## config.mk

```make
export PLATFORM = sky130hd
export DESIGN_NAME = change_dispense_sequencer
export DESIGN_NICKNAME = d
export VERILOG_FILES = /design/src/rtl/change_dispense_sequencer.sv
export SDC_FILE = /design/constraint.sdc
export NUM_CORES = 1
export LEC_CHECK = 0
export ABC_AREA = 0
export CELL_PAD_IN_SITES_DETAIL_PLACEMENT = 0
export CELL_PAD_IN_SITES_GLOBAL_PLACEMENT = 1
export CORE_AREA = 3 3 67 81
export CTS_CLUSTER_DIAMETER = 120
export DETAILED_ROUTE_END_ITERATION = 7
export DIE_AREA = 0 0 70 84
export PLACE_DENSITY = 0.79
export SLEW_MARGIN = 20
export SYNTH_ARGS = -nofsm -noshare
export SYNTH_HDL_FRONTEND = slang
export SYNTH_SLANG_ARGS = --single-unit
```

## constraint.sdc

```tcl
create_clock -name clk -period 8.5 [get_ports clk]
set_input_delay 1.275 -clock clk [delete_from_list [all_inputs] [get_ports clk]]
set_output_delay 1.275 -clock clk [all_outputs]
set_load 0.02 [all_outputs]
```

## src/rtl/change_dispense_sequencer.sv

```systemverilog
// Coin acceptor and change sequencer: credits inserted coins, vends at PRICE, then pays
// change or refunds greedily (quarter/dime/nickel) from tracked tube inventories.
module change_dispense_sequencer #(
  parameter int PRICE       = 13,
  parameter int CREDIT_W    = 6,
  parameter int NICKEL_CAP  = 10,
  parameter int DIME_CAP    = 5,
  parameter int QUARTER_CAP = 3,
  parameter int GAP_CYCLES  = 2
) (
  input  logic                clk,
  input  logic                reset,
  input  logic                nickel,
  input  logic                dime,
  input  logic                quarter,
  input  logic                dollar,
  input  logic                refund,
  output logic                vend,
  output logic                nickel_out,
  output logic                dime_out,
  output logic                quarter_out,
  output logic                busy,
  output logic                short,
  output logic [CREDIT_W-1:0] credit
);

  localparam int NW    = $clog2(NICKEL_CAP + 1);
  localparam int DW    = $clog2(DIME_CAP + 1);
  localparam int QW    = $clog2(QUARTER_CAP + 1);
  localparam int GW    = (GAP_CYCLES > 1) ? $clog2(GAP_CYCLES) : 1;
  localparam int SUM_W = CREDIT_W + 5;

  localparam logic [CREDIT_W-1:0] PRICE_C    = CREDIT_W'(PRICE);
  localparam logic [CREDIT_W-1:0] CREDIT_MAX = {CREDIT_W{1'b1}};
  localparam logic [CREDIT_W-1:0] CREDIT_0   = {CREDIT_W{1'b0}};
  localparam logic [CREDIT_W-1:0] Q_VAL      = CREDIT_W'(3'd5);
  localparam logic [CREDIT_W-1:0] D_VAL      = CREDIT_W'(3'd2);
  localparam logic [CREDIT_W-1:0] N_VAL      = CREDIT_W'(3'd1);
  localparam logic [NW-1:0]       N_CAP      = NW'(NICKEL_CAP);
  localparam logic [DW-1:0]       D_CAP      = DW'(DIME_CAP);
  localparam logic [QW-1:0]       Q_CAP      = QW'(QUARTER_CAP);
  localparam logic [GW-1:0]       GAP_LAST   = GW'(GAP_CYCLES - 1);

  typedef enum logic [2:0] {
    IDLE   = 3'd0,
    VEND   = 3'd1,
    SELECT = 3'd2,
    PULSE  = 3'd3,
    GAP    = 3'd4
  } state_t;

  state_t                state_r;
  logic [CREDIT_W-1:0]   credit_r;
  logic [NW-1:0]         ninv_r;
  logic [DW-1:0]         dinv_r;
  logic [QW-1:0]         qinv_r;
  logic [GW-1:0]         gap_cnt_r;
  logic                  vend_r;
  logic                  nickel_out_r;
  logic                  dime_out_r;
  logic                  quarter_out_r;
  logic                  short_r;

  logic [SUM_W-1:0]      coin_val_s;
  logic [SUM_W-1:0]      sum_s;
  logic [CREDIT_W-1:0]   credit_acc_s;
  logic [NW-1:0]         ninv_acc_s;
  logic [DW-1:0]         dinv_acc_s;
  logic [QW-1:0]         qinv_acc_s;
  logic                  coin_seen_s;
  logic                  pick_q_s;
  logic                  pick_d_s;
  logic                  pick_n_s;

  // Same-cycle pulses are summed; the wide sum lets saturation be detected cleanly.
  assign coin_val_s   = (nickel  ? SUM_W'(5'd1)  : SUM_W'(5'd0))
                      + (dime    ? SUM_W'(5'd2)  : SUM_W'(5'd0))
                      + (quarter ? SUM_W'(5'd5)  : SUM_W'(5'd0))
                      + (dollar  ? SUM_W'(5'd20) : SUM_W'(5'd0));
  assign sum_s        = {5'b00000, credit_r} + coin_val_s;
  assign credit_acc_s = (sum_s > {5'b00000, CREDIT_MAX}) ? CREDIT_MAX : sum_s[CREDIT_W-1:0];
  assign coin_seen_s  = nickel | dime | quarter | dollar;

  assign ninv_acc_s = (nickel  && (ninv_r < N_CAP)) ? ninv_r + NW'(1'b1) : ninv_r;
  assign dinv_acc_s = (dime    && (dinv_r < D_CAP)) ? dinv_r + DW'(1'b1) : dinv_r;
  assign qinv_acc_s = (quarter && (qinv_r < Q_CAP)) ? qinv_r + QW'(1'b1) : qinv_r;

  assign pick_q_s = (credit_r >= Q_VAL) && (qinv_r != {QW{1'b0}});
  assign pick_d_s = (credit_r >= D_VAL) && (dinv_r != {DW{1'b0}});
  assign pick_n_s = (credit_r >= N_VAL) && (ninv_r != {NW{1'b0}});

  // Sequencer: coin accept, vend, greedy payout with gap spacing; all outputs registered.
  always_ff @(posedge clk or posedge reset) begin
    if (reset) begin
      state_r       <= IDLE;
      credit_r      <= CREDIT_0;
      ninv_r        <= N_CAP;
      dinv_r        <= D_CAP;
      qinv_r        <= Q_CAP;
      gap_cnt_r     <= {GW{1'b0}};
      vend_r        <= 1'b0;
      nickel_out_r  <= 1'b0;
      dime_out_r    <= 1'b0;
      quarter_out_r <= 1'b0;
      short_r       <= 1'b0;
    end else begin
      case (state_r)
        IDLE: begin
          ninv_r <= ninv_acc_s;
          dinv_r <= dinv_acc_s;
          qinv_r <= qinv_acc_s;
          if (coin_seen_s) begin
            short_r <= 1'b0;
          end
          // Vend is judged on the registered credit, so it takes priority over refund.
          if (credit_r >= PRICE_C) begin
            state_r  <= VEND;
            vend_r   <= 1'b1;
            credit_r <= credit_acc_s - PRICE_C;
          end else if (refund && (credit_r != CREDIT_0)) begin
            state_r  <= SELECT;
            credit_r <= credit_acc_s;
          end else begin
            credit_r <= credit_acc_s;
          end
        end
        VEND: begin
          vend_r  <= 1'b0;
          state_r <= (credit_r != CREDIT_0) ? SELECT : IDLE;
        end
        SELECT: begin
          if (pick_q_s) begin
            quarter_out_r <= 1'b1;
            credit_r      <= credit_r - Q_VAL;
            qinv_r        <= qinv_r - QW'(1'b1);
            state_r       <= PULSE;
          end else if (pick_d_s) begin
            dime_out_r <= 1'b1;
            credit_r   <= credit_r - D_VAL;
            dinv_r     <= dinv_r - DW'(1'b1);
            state_r    <= PULSE;
          end else if (pick_n_s) begin
            nickel_out_r <= 1'b1;
            credit_r     <= credit_r - N_VAL;
            ninv_r       <= ninv_r - NW'(1'b1);
            state_r      <= PULSE;
          end else begin
            // Nothing fits: keep the credit so a later refund can retry.
            state_r <= IDLE;
            short_r <= (credit_r != CREDIT_0) ? 1'b1 : short_r;
          end
        end
        PULSE: begin
          nickel_out_r  <= 1'b0;
          dime_out_r    <= 1'b0;
          quarter_out_r <= 1'b0;
          gap_cnt_r     <= {GW{1'b0}};
          state_r       <= GAP;
        end
        GAP: begin
          if (gap_cnt_r == GAP_LAST) begin
            state_r <= SELECT;
          end else begin
            gap_cnt_r <= gap_cnt_r + GW'(1'b1);
          end
        end
        default: begin
          state_r       <= IDLE;
          vend_r        <= 1'b0;
          nickel_out_r  <= 1'b0;
          dime_out_r    <= 1'b0;
          quarter_out_r <= 1'b0;
        end
      endcase
    end
  end

  assign vend        = vend_r;
  assign nickel_out  = nickel_out_r;
  assign dime_out    = dime_out_r;
  assign quarter_out = quarter_out_r;
  assign short       = short_r;
  assign credit      = credit_r;
  assign busy        = (state_r != IDLE);

endmodule
```

==> impl_metrics.env, run 1 <==
export IMPL_syn_area_per_cell_um2=8.912
export IMPL_startpoint_type="input port"
export IMPL_syn_num_nets=264
export IMPL_cts_sinks=24
export IMPL_synth_cells=236
export IMPL_avgViaCountPerCell=5.801
export IMPL_tightest_slew_ns=0.9481
export IMPL_final_max_slew_viol_count=0
export IMPL_hold_class="flop to flop"
export IMPL_post_cts_resized=0
export IMPL_boundaryPins=19
export IMPL_tritoncts="built"
export IMPL_drv_cap=0
export IMPL_clockRootBuffer="clkbuf_8"
export IMPL_grt_pass1_vias=1745
export IMPL_nets=277
export IMPL_setup_violations_final=0
export IMPL_setup_tns_ns=0
export IMPL_start_util_pct=45.12
export IMPL_hold_viol_final=0
export IMPL_crit_type="input port to flop"
export IMPL_routabilityCongestion=0.8464
export IMPL_worstPathArrival_ns=4.30
export IMPL_grt_max_degree=25
export IMPL_place_hpwl_mm=3.873
export IMPL_grt_pass1_wl_mm=8.673
export IMPL_grt_total_usage_pct=18.19
export IMPL_routed_wl_mm=5.079
export IMPL_diodes=0
export IMPL_postCtsSetupBuffers=0
export IMPL_fmax_mhz=241.2
export IMPL_synth_seq_cells=24
export IMPL_skew_ns=0.001373
export IMPL_clk_pin_slew_worst_paths_ns=0.09
export IMPL_routedWlPerCell_um=16.60
export IMPL_crit_path_max_fanout=6
export IMPL_num_rows=27
export IMPL_ys_warn_count=0
export IMPL_clockBufferDepth=2
export IMPL_asyncSetResetFlopFracSynth_pct=100.0
export IMPL_fin_crit_sh_pct=48.77
export IMPL_drt_iter0_drc=90
export IMPL_syn_area_um2=2103
export IMPL_cts_buffers=3
export IMPL_coreArea_um2=4662
export IMPL_drive_gt1_share_pct=10.08
export IMPL_ys_types=66
export IMPL_die_area_um2=5880
export IMPL_portBuffers=18
export IMPL_first_pass_iters=4
export IMPL_via_count=1775
export IMPL_rsz0062_at_grt="no"
export IMPL_die_y_um=84
export IMPL_end_kind="flop"
export IMPL_fin_crit_ns=4.145
export IMPL_htree_levels=1
export IMPL_antenna_found_initial=0
export IMPL_grt_overflow_total=0
export IMPL_clkLatencyLatePin_ns=0.27
export IMPL_ys_seq_area_share_pct=28.91
export IMPL_fillCellCount=483
export IMPL_synth_edf_count=0
export IMPL_area_delta_synth_final_pct=12.08
export IMPL_synth_main_ff_cell="dfrtp_1"
export IMPL_maxSlewHeadroom_pct=36.72
export IMPL_status="finished, final reports clean"
export IMPL_cts_hold_buf=0
export IMPL_die_w_um=70
export IMPL_detail_route_antenna_nets=0
export IMPL_crit_required_ns=8.65
export IMPL_route_detailed_drc=0
-- path summary, 6_finish.rpt --
kind / from / to / slack [ns] / cells after the start
hold reg to reg: dinv_r[2] / dinv_r[2] / 0.50 / 1
min in group asynchronous: reset / nickel_out / 1.51 / 2
max in group asynchronous: reset / credit[3] / 6.42 / 2
setup / recovery: quarter / credit[4] / 4.35 / 12
setup reg to reg: credit[2] / credit[4] / 5.35 / 11
hold / removal: dinv_r[2] / dinv_r[2] / 0.50 / 1
-- per-stage QoR --
step	hold WS, ns	utilization (%)	setup WS [ns]	std cells	area, um2
after floorplan	0.4719	-	4.856	236	2103
after global placement	0.4834	49.38	4.147	302	2302
after detailed placement	0.4757	49.38	4.068	302	2302
after CTS	0.5002	50.56	4.352	306	2357
after global routing	0.5116	50.56	4.087	306	2357
final	0.4996	50.56	4.355	306	2357
-- placed cells by master (no fill, tap or decap), types with 2 or more instances in the layout --
| cell type | n |
|---|---|
| dfstp_2 | 6 |
| o211ai_1 | 2 |
| ha_1 | 16 |
| nand2b_1 | 3 |
| nand4b_1 | 2 |
| o311ai_0 | 2 |
| clkbuf_8 | 4 |
| o22ai_1 | 2 |
| nor2_1 | 22 |
| a22o_1 | 2 |
| xnor2_1 | 11 |
| a221oi_1 | 2 |
| nand2_1 | 16 |
| a31oi_1 | 4 |
| o21ai_0 | 13 |
| nand3b_1 | 2 |
| dfrtp_1 | 18 |
| or4_1 | 3 |
| clkdlybuf4s50_1 | 18 |
| or2_2 | 5 |
| a311oi_1 | 2 |
| nor3_1 | 3 |
| inv_1 | 14 |
| or3_1 | 2 |
| o21ba_2 | 2 |
| xor2_1 | 2 |
| a21oi_1 | 20 |
| nor4_1 | 3 |
| fa_1 | 5 |
| nand3_1 | 6 |
| nor3b_1 | 2 |
-- critical path, cell delays in order --
cell and delay [ns]:
clkdlybuf4s50_1 0.55, fa_1 0.48, ha_1 0.36, a21oi_1 0.20
a21oi_1 0.14, or2_2 0.34, nor2_1 0.11, ha_1 0.18
nor3_1 0.07, o31a_1 0.28, o221ai_1 0.19, o211ai_1 0.12
-- per-layer routing --
layer,share of wire [%],track usage [%]
met5,0,0
met4,1.5,5.226
met3,4.1,1.928
met2,48,31.56
met1,46,23.68
-- registers in the layout (all words and copies together) (netlist names) --
register / cells
credit: 6
dime_out: 1
dinv_r: 3
gap_cnt_r: 1
nickel_out: 1
ninv_r: 4
qinv_r: 2
quarter_out: 1
short: 1
state_r: 3
vend: 1
-- synthesized netlist by cell type, drive strengths merged (3+ instances only) --
library cell | instances | area, um2
nor4 | 3 | 18.77
ha | 16 | 200.2
nor2 | 22 | 82.58
nand3 | 6 | 30.03
xnor2 | 11 | 96.34
dfstp | 6 | 157.7
or2 | 5 | 31.28
nand2 | 16 | 60.06
clkbuf | 7 | 26.28
nand2b | 3 | 18.77
dfrtp | 18 | 450.4
o21ai | 13 | 65.06
a2111oi | 3 | 51.30
nor3 | 3 | 15.01
inv | 14 | 52.55
a31oi | 4 | 25.02
buf | 3 | 27.52
or4 | 4 | 33.78
fa | 5 | 100.1
a21oi | 20 | 100.1
-- area by class of cell --
| class | instances | area, um2 | area share [%] |
|---|---|---|---|
| Clock buffer | 4 | 55.05 | 2.335 |
| Tap cell | 58 | 72.57 | 3.079 |
| Inverter | 15 | 56.30 | 2.389 |
| Multi-Input combinational cell | 187 | 1385 | 58.76 |
| Sequential cell | 24 | 608.1 | 25.80 |
| Timing Repair Buffer | 18 | 180.2 | 7.643 |
-- cells by family (layout without fill, tap and decap cells) --
| logic type | count (synthesis) | in the layout | share of synthesized area (%) |
|---|---|---|---|
| compound gates | 74 | 74 | 25.94 |
| flops | 24 | 24 | 28.91 |
| mux | 2 | 2 | 1.190 |
| xor+xnor | 13 | 13 | 5.413 |
| simple gates | 77 | 77 | 19.04 |
| buf+inv | 25 | 37 | 5.235 |
| fa+ha+maj | 21 | 21 | 14.28 |
Power of run 1 is not shown: default switching activity piles up to over one toggle a cycle in this logic, so the estimate is an artifact.
==> run 2: changes to the inputs <==
CORE_AREA = 3 3 71 86   (was 3 3 67 81)
DIE_AREA = 0 0 74 89   (was 0 0 70 84)
PLACE_DENSITY = 0.74   (was 0.79)
clock period = 3.6 ns   (was 8.5 ns; I/O delays follow)
==> run 2 against run 1 <==
  * Final cell count grew 3.9%
  * Flip-flop and latch count is the same
  * Register-to-register slack worse by 4.6 ns
  * Critical path depth did not move
  * Sequential share of layout area fell by 0.59 points
  * Non-clock buffer count is 8 higher
  * Utilization decreased by 5.3 points
  * Die area grew 12%
==> impl_metrics.env, run 2 (same netlist as run 1, synthesis figures left out) <==
export IMPL_setup_tns_ns=0
export IMPL_path_cells="clkdlybuf4s50_1 -> buf_4 -> fa_1 -> ha_1 -> inv_1 -> fa_1 -> o21ba_2 -> nand2_1 -> a31oi_1 -> nor4b_1 -> o31ai_1 -> nand4_1"
export IMPL_p_total_mw=2.754
export IMPL_tritoncts="built"
export IMPL_coreArea_um2=5334
export IMPL_cts_hold_buf=0
export IMPL_status="finished, final reports clean"
export IMPL_path_delay_family="adder cells"
export IMPL_nets=285
export IMPL_place_hpwl_mm=4.089
export IMPL_crit_buf_inv=3
export IMPL_cp_slowest_cell="clkdlybuf4s50_1"
export IMPL_crit_path_max_fanout=5
export IMPL_final_max_slew_viol_count=0
export IMPL_boundaryPins=19
export IMPL_clkLatencyLatePin_ns=0.28
export IMPL_avgViaCountPerCell=5.673
export IMPL_cts_sinks=24
export IMPL_grt_total_usage_pct=18.11
export IMPL_die_w_um=74
export IMPL_grt_max_degree=25
export IMPL_routabilityCongestion=0.8900
export IMPL_grt_overflow_total=0
export IMPL_crit_type="input port to flop"
export IMPL_startpoint_type="input port"
export IMPL_fin_crit_sh_pct=90.95
export IMPL_slowest_delay_ns=0.46
export IMPL_drt_iter0_drc=55
export IMPL_crit_required_ns=3.74
export IMPL_clockBufferDepth=2
export IMPL_first_pass_iters=4
export IMPL_die_y_um=89
export IMPL_fmax_mhz=305.4
export IMPL_htree_levels=1
export IMPL_post_cts_resized=0
export IMPL_start_util_pct=39.43
export IMPL_setup_violations_final=0
export IMPL_worstPathArrival_ns=3.42
export IMPL_fin_crit_ns=3.274
export IMPL_detail_route_antenna_nets=0
export IMPL_area_delta_synth_final_pct=14.69
export IMPL_antenna_found_initial=0
export IMPL_end_kind="flop"
export IMPL_drive_gt1_share_pct=12.50
export IMPL_final_cell_mix="nor2_1 (22), a21oi_1 (20), dfrtp_1 (18), clkdlybuf4s50_1 (18)"
export IMPL_via_count=1804
export IMPL_final_cells=318
export IMPL_die_area_um2=6586
export IMPL_cpMostUsedCell="fa_1"
export IMPL_postCtsSetupBuffers=0
export IMPL_final_common_cell="nor2_1"
export IMPL_skew_ns=0.007229
export IMPL_hold_viol_final=0
export IMPL_largest_reg_flops=6
export IMPL_rsz0062_at_grt="no"
export IMPL_post_place_cells=314
export IMPL_power_static_leakage_nw=1.009
export IMPL_powerDensity_nw_per_um2=1142
export IMPL_route_detailed_drc=0
export IMPL_num_rows=29
export IMPL_maxSlewHeadroom_pct=34.78
export IMPL_hold_class="flop to flop"
export IMPL_cts_buffers=3
export IMPL_tightest_slew_ns=0.9773
export IMPL_grt_pass1_vias=1812
export IMPL_clk_pin_slew_worst_paths_ns=0.09
export IMPL_portBuffers=18
export IMPL_drv_cap=0
export IMPL_ir_worst_vdd_v=0.0004379
export IMPL_routed_wl_mm=5.481
export IMPL_clockRootBuffer="clkbuf_8"
export IMPL_diodes=0
export IMPL_grt_pass1_wl_mm=9.059
export IMPL_routedWlPerCell_um=17.24
-- run 2: stage by stage --
stage / utilization [%] / cell area [um2] / hold WS (ns) / setup slack, ns
6_report: 45.23 / 2412 / 0.4979 / 0.3257
5_1_grt: 45.23 / 2412 / 0.5038 / 0.1261
4_1_cts: 45.23 / 2412 / 0.5012 / 0.3343
3_5_place_dp: 44.38 / 2367 / 0.4781 / 0.06012
3_3_place_gp: 44.38 / 2367 / 0.4837 / 0.02346
2_1_floorplan: - / 2103 / 0.4719 / 0.6908
-- run 2: cell type report --
type,count,area [um2]
Tap cell,62,77.57
Sequential cell,24,608.1
Fill cell,543,2922
Clock buffer,4,45.04
Timing Repair Buffer,26,240.2
Multi-Input combinational cell,187,1385
Inverter,15,56.30
-- run 2: routing by layer --
layer | GRT usage, % | part of all wire, %
met3 | 1.687 | 2.2
met5 | 0 | 0
met4 | 6.590 | 2.1
met2 | 32.74 | 51
met1 | 22.08 | 45
-- run 2: worst reg2reg max path, cell delays in order (launching register included) --
cell,delay [ns]
dfrtp_1,0.50
fa_1,0.46
ha_1,0.22
inv_1,0.07
fa_1,0.44
o21ba_2,0.28
nand2_1,0.10
a31oi_1,0.24
nor4b_1,0.08
o31ai_1,0.25
nand4_1,0.12
-- run 2: final timing paths --
| check | from | endpoint | slack (ns) | cells past startpoint |
|---|---|---|---|---|
| setup / recovery | quarter | credit[5] | 0.33 | 12 |
| hold / removal | dinv_r[2] | dinv_r[2] | 0.50 | 1 |
| setup reg to reg | credit[0] | credit[5] | 0.70 | 10 |
| hold reg to reg | dinv_r[2] | dinv_r[2] | 0.50 | 1 |
| max in group asynchronous | reset | credit[5] | 2.22 | 2 |
| min in group asynchronous | reset | state_r[0] | 0.78 | 2 |
-- run 2: where the power goes --
part           total, mW  switching, mW  leakage (nW)  internal [mW]
sequential         0.615          0.186         0.285          0.429
clock              0.173         0.0939        0.0228         0.0795
combinational       1.97           1.09         0.701          0.879
(Power assumes the default switching activity.)
